### config.mk
export PLATFORM = sky130hd
export DESIGN_NAME = result_fifo_bank
export DESIGN_NICKNAME = d
export VERILOG_FILES = /design/src/rtl/result_pkg.sv /design/src/rtl/result_lane_fifo.sv /design/src/rtl/result_fifo_bank.sv
export SDC_FILE = /design/constraint.sdc
export NUM_CORES = 2
export LEC_CHECK = 0
export ABC_AREA = 0
export CORE_ASPECT_RATIO = 1.2
export CORE_MARGIN = 5
export CORE_UTILIZATION = 27
export CTS_BUF_LIST = sky130_fd_sc_hd__clkbuf_2 sky130_fd_sc_hd__clkbuf_4 sky130_fd_sc_hd__clkbuf_8
export CTS_CLUSTER_SIZE = 20
export DETAILED_ROUTE_END_ITERATION = 8
export GPL_ROUTABILITY_DRIVEN = 0
export GPL_TIMING_DRIVEN = 0
export PLACE_DENSITY = 0.5
export SETUP_SLACK_MARGIN = 0.02
export SLEW_MARGIN = 20
export SYNTH_ARGS = -nofsm -noshare
export SYNTH_HDL_FRONTEND = slang
export SYNTH_SLANG_ARGS = --single-unit
### constraint.sdc
create_clock -name iClk -period 4.5 [get_ports iClk]
set_input_delay 0.9 -clock iClk [delete_from_list [all_inputs] [get_ports iClk]]
set_output_delay 0.9 -clock iClk [all_outputs]
set_load 0.005 [all_outputs]
### src/rtl/result_pkg.sv
// Shared constants, types and helpers for the PE result FIFO bank.
package result_pkg;

   localparam int LANES          = 27;
   localparam int DATA_W         = 8;
   localparam int FIFO_DEPTH     = 4;
   localparam int WORD_W         = 32;
   localparam int BYTES_PER_WORD = 4;
   localparam int GROUPS         = (LANES + BYTES_PER_WORD - 1) / BYTES_PER_WORD;

   // Per-lane single-cycle error indications, folded into sticky flags at the top.
   typedef struct packed {
      logic overflow;
      logic underflow;
   } lane_err_t;

   function automatic int group_base(input logic [2:0] sel);
      return int'(sel) * BYTES_PER_WORD;
   endfunction

endpackage

### src/rtl/result_lane_fifo.sv
// Single result lane: circular byte FIFO with occupancy count, head output
// register and combinational overflow/underflow pulses.
module result_lane_fifo
   import result_pkg::*;
#(
   parameter int DATA_W     = result_pkg::DATA_W,
   parameter int FIFO_DEPTH = result_pkg::FIFO_DEPTH
) (
   input  logic              iClk,
   input  logic              iRstN,
   input  logic              push,
   input  logic [DATA_W-1:0] push_data,
   input  logic              pop,
   output logic [DATA_W-1:0] out_byte,
   output logic              has_data,
   output lane_err_t         err
);

   localparam int PTR_W = $clog2(FIFO_DEPTH);
   localparam int CNT_W = PTR_W + 1;

   logic [PTR_W-1:0]  wr_ptr;
   logic [PTR_W-1:0]  rd_ptr;
   logic [CNT_W-1:0]  count;
   logic [DATA_W-1:0] mem [FIFO_DEPTH];

   logic pop_ok;
   logic push_ok;

   // A full lane still accepts a push when the same-cycle pop frees the head slot.
   assign pop_ok  = pop && (count != '0);
   assign push_ok = push && ((count != CNT_W'(FIFO_DEPTH)) || pop_ok);

   assign has_data      = (count != '0);
   assign err.overflow  = push && !push_ok;
   assign err.underflow = pop && !pop_ok;

   // NOTE: sequential state uses <= so every read in this block sees pre-edge values.
   always_ff @(posedge iClk) begin
      if (!iRstN) begin
         wr_ptr   <= '0;
         rd_ptr   <= '0;
         count    <= '0;
         out_byte <= '0;
      end else begin
         if (push_ok) wr_ptr <= wr_ptr + PTR_W'(1);
         if (pop_ok) begin
            rd_ptr   <= rd_ptr + PTR_W'(1);
            out_byte <= mem[rd_ptr];
         end
         unique case ({push_ok, pop_ok})
            2'b10:   count <= count + CNT_W'(1);
            2'b01:   count <= count - CNT_W'(1);
            default: count <= count;
         endcase
      end
   end

   // NOTE: storage has no reset; count and pointers alone decide which entries are live.
   always_ff @(posedge iClk) begin
      if (push_ok) mem[wr_ptr] <= push_data;
   end

endmodule

### src/rtl/result_fifo_bank.sv
// Bank of per-lane result FIFOs with sticky error flags, all-lanes-ready flag
// and 4-lane group packing for the write-back controller.
module result_fifo_bank #(
   parameter int LANES      = result_pkg::LANES,
   parameter int DATA_W     = result_pkg::DATA_W,
   parameter int FIFO_DEPTH = result_pkg::FIFO_DEPTH,
   parameter int WORD_W     = result_pkg::WORD_W
) (
   input  logic                    iClk,
   input  logic                    iRstN,
   input  logic [LANES-1:0]        iResultValid,
   input  logic [LANES*DATA_W-1:0] iResultData,
   input  logic [LANES-1:0]        iResultRdEn,
   input  logic [2:0]              iResultFifoSel,
   output logic                    oAllResultFifoHasData,
   output logic [WORD_W-1:0]       oResultWord,
   output logic [LANES-1:0]        oOverflow,
   output logic [LANES-1:0]        oUnderflow
);

   import result_pkg::*;

   localparam int LANES_PER_WORD = WORD_W / DATA_W;
   localparam int N_GROUPS       = (LANES + LANES_PER_WORD - 1) / LANES_PER_WORD;

   logic [DATA_W-1:0] lane_byte [LANES];
   lane_err_t         lane_err  [LANES];
   logic [LANES-1:0]  lane_has;
   logic [LANES-1:0]  ovf_pulse;
   logic [LANES-1:0]  unf_pulse;

   for (genvar i = 0; i < LANES; i++) begin : g_lane
      result_lane_fifo #(
         .DATA_W     (DATA_W),
         .FIFO_DEPTH (FIFO_DEPTH)
      ) u_lane (
         .iClk      (iClk),
         .iRstN     (iRstN),
         .push      (iResultValid[i]),
         .push_data (iResultData[i*DATA_W +: DATA_W]),
         .pop       (iResultRdEn[i]),
         .out_byte  (lane_byte[i]),
         .has_data  (lane_has[i]),
         .err       (lane_err[i])
      );
      assign ovf_pulse[i] = lane_err[i].overflow;
      assign unf_pulse[i] = lane_err[i].underflow;
   end

   always_ff @(posedge iClk) begin
      if (!iRstN) begin
         oOverflow  <= '0;
         oUnderflow <= '0;
      end else begin
         oOverflow  <= oOverflow | ovf_pulse;
         oUnderflow <= oUnderflow | unf_pulse;
      end
   end

   assign oAllResultFifoHasData = &lane_has;

   // Lanes past the last real lane (partial final group, sel beyond range) read as zero.
   always_comb begin
      // NOTE: default assigned first so no path through this block infers a latch.
      oResultWord = '0;
      if (int'(iResultFifoSel) < N_GROUPS) begin
         for (int k = 0; k < LANES_PER_WORD; k++) begin
            if (group_base(iResultFifoSel) + k < LANES)
               oResultWord[k*DATA_W +: DATA_W] = lane_byte[group_base(iResultFifoSel) + k];
         end
      end
   end

endmodule

==> flow_metrics.tcl <==
set metrics [dict create \
    final_hold_viol_count 0 \
    fin_worst_skew_ns 0.0788 \
    numCtsBuffers 216 \
    initial_core_util_pct 27.2 \
    setup_viol 0 \
    synthFlopType "edfxtp_1" \
    cpLargestDelayFamily "buffers and inverters" \
    hold_class "input pin to flop" \
    drt-pass1-iter-count 6 \
    endpoint_kind "primary output" \
    syn_area_sq_um 54000 \
    final_area_sq_um 65500 \
    slowest_delay_ns 0.71 \
    cts_tree "done" \
    antenna_found_initial 77 \
    worstPathRequired_ns 3.60 \
    synth_top_area_share_pct 48.0 \
    ys_ff_latch 1323 \
    cp.buffers_inverters 3 \
    cts_max_level 4 \
    die_w_um 418 \
    ioPinCount 362 \
    grt.overflow.total 0 \
    timing.fmax_mhz 229 \
    clk_latency_ns 0.98 \
    ys_seq_area_share_pct 65.1 \
    area_growth_pct 21.2 \
    grt_max_degree 18 \
    first_iter_violations 2486 \
    cp_max_fo 10 \
    synth-edff-count 864 \
    fin_tns_setup_ns 0 \
    ant_nets 0 \
    grt.total_usage_pct 16.3 \
    synthCells 3867 \
    synth.distinct_cells 55 \
    worstMarginPinSlew_ns 1.20 \
    avgSynthCellArea_sq_um 14.0 \
    fin_ws_ns 0.138 \
    final_cell_count_no_fill 7270 \
    cp_cell_sequence "clkbuf_1, clkbuf_2, nand2b_1, o22ai_1, clkdlybuf4s50_1" \
    clock_tree.buffer_depth 3 \
    cts_setup_buffers 0 \
    critPathArrivalTime_ns 3.46 \
    hold_buffers 0 \
    slew_headroom_pct 20.2 \
    path_class "input pin to primary output" \
    reg2reg_from "g_lane[13].u_lane.count[0]" \
    die-area_sq_um 209000 \
    core_sq_um 199000 \
    ir_worst_vdd_mv 0.343 \
    p_total_mw 33.3 \
    clk_pin_slew_ns 0.06 \
    layout_commonest_cell "edfxtp_1" \
    drive_gt1_share_pct 17.5 \
    grt_pass1_wl_um 242000 \
    route.detailed.wl_per_inst_um 23.8 \
    die_y_um 500 \
    cts_root_buffer "clkbuf_8" \
    maxSlewViolCount 0 \
    critPathSlowestCell "o22ai_1" \
    layout_common_cells "864 x edfxtp_1, 490 x nand2_1, 459 x dfxtp_1" \
    cp-startpoint "iResultFifoSel[2]" \
    finalCritPeriodShare_pct 96.9 \
    ys_async_sr_fraction_pct 0 \
    powerDensity_nw_per_um2 509 \
    vias 33100 \
    port_buffers 337 \
    hpwl_um 132000 \
    synth_nets 4291 \
    post-place-ws_ns -0.0376 \
    grt_pass1_vias 33600 \
    drc 0 \
    via_per_inst 4.56 \
    final_nets 4849 \
    wl_um 173000 \
    dpl.cell_count 6831 \
    min_from "iResultValid[15]" \
    rsz0062_at_grt "false" \
    yosys-top-cells-area "edfxtp_1 48%, dfxtp_1 17%, mux4_2 10%" \
    place_area_sq_um 60800 \
    ys_warn_count 0 \
    rows 179 \
    leakagePower_nw 22.0 \
    clock-sinks 1323 \
    start_kind "input pin" \
    cap_violations 0 \
    status "finished, final reports clean" \
    period_needed_ns 4.36 \
    cts_repair_resize_count 3 \
    synth_top_cell_by_area "edfxtp_1" \
]
Yosys cell counts, types with 75 or more instances:
library cell    n
xor2_1         75
inv_1         162
buf_2          99
and2_1        118
edfxtp_1      864
mux4_2        248
nand2_1       490
nor2_1        247
clkbuf_1      104
a21oi_1       314
ha_1          122
dfxtp_1       459
flip-flops by register name, indices dropped and copies added, names as in the netlist:
name / flops
g_lane.u_lane.wr_ptr: 54
oUnderflow: 27
g_lane.u_lane.count: 81
g_lane.u_lane.rd_ptr: 54
g_lane.u_lane.mem: 864
oOverflow: 27
g_lane.u_lane.out_byte: 216
cell families (layout without fill, tap and decap cells):
kind of cell / count (synthesis) / in the layout / share of synthesized area, %
other cells: 0 / 30 / 0
flops: 1323 / 1323 / 65.1
compound gates: 472 / 472 / 4.88
buf+inv: 404 / 1153 / 3.14
fa+ha+maj: 149 / 149 / 3.83
mux: 334 / 334 / 12.0
simple gates: 1053 / 1053 / 8.97
xor+xnor: 132 / 132 / 2.14
layout make-up:
class | count | area [sq um]
Multi-Input combinational cell | 2140 | 17200
Clock buffer | 318 | 3910
Inverter | 163 | 612
Sequential cell | 1323 | 35100
Tap cell | 2624 | 3280
Clock inverter | 91 | 701
Buffer | 241 | 1110
Fill cell | 19700 | 133000
Timing Repair Buffer | 340 | 3440
Antenna cell | 30 | 75.1
worst register-to-register path: stages, from the launching register on:
cell and delay, ns:
dfxtp_1 0.34, nor4b_1 0.88, nor2b_1 0.21, clkbuf_1 0.24, inv_1 0.10, ha_1 0.18, inv_1 0.07, fa_1 0.43
xor2_1 0.16, or3_1 0.31, a21oi_1 0.14
report_power, final:
group	internal, mW	switching (mW)
sequential	14.3	0.726
combinational	2.95	4.26
clock	5.98	5.09
per-layer routing:
metal	track usage, %	vias up	part of all wire, %
li1	-	15100	-
met1	19.8	16700	40
met2	27.9	997	50
met3	3.79	311	6.3
met4	6.44	22	3.8
met5	0	-	0.077
per-stage QoR:
stage | hold WS (ns) | utilization, %
6_report | 0.313 | 33.0
3_5_place_dp | 0.445 | 30.6
5_1_grt | 0.200 | 32.9
4_1_cts | 0.174 | 32.9
3_3_place_gp | 0.440 | 30.5
2_1_floorplan | 0.433 | -
final timing paths:
kind / to / slack (ns) / depth (start not counted)
setup / recovery: oResultWord[24] / 0.14 / 5
hold / removal: oOverflow[15] / 0.31 / 3
hold reg to reg: g_lane[9].u_lane.out_byte[0] / 0.46 / 2
setup reg to reg: g_lane[13].u_lane.count[2] / 1.40 / 10
Note: power is estimated with default switching activity, not from simulation.
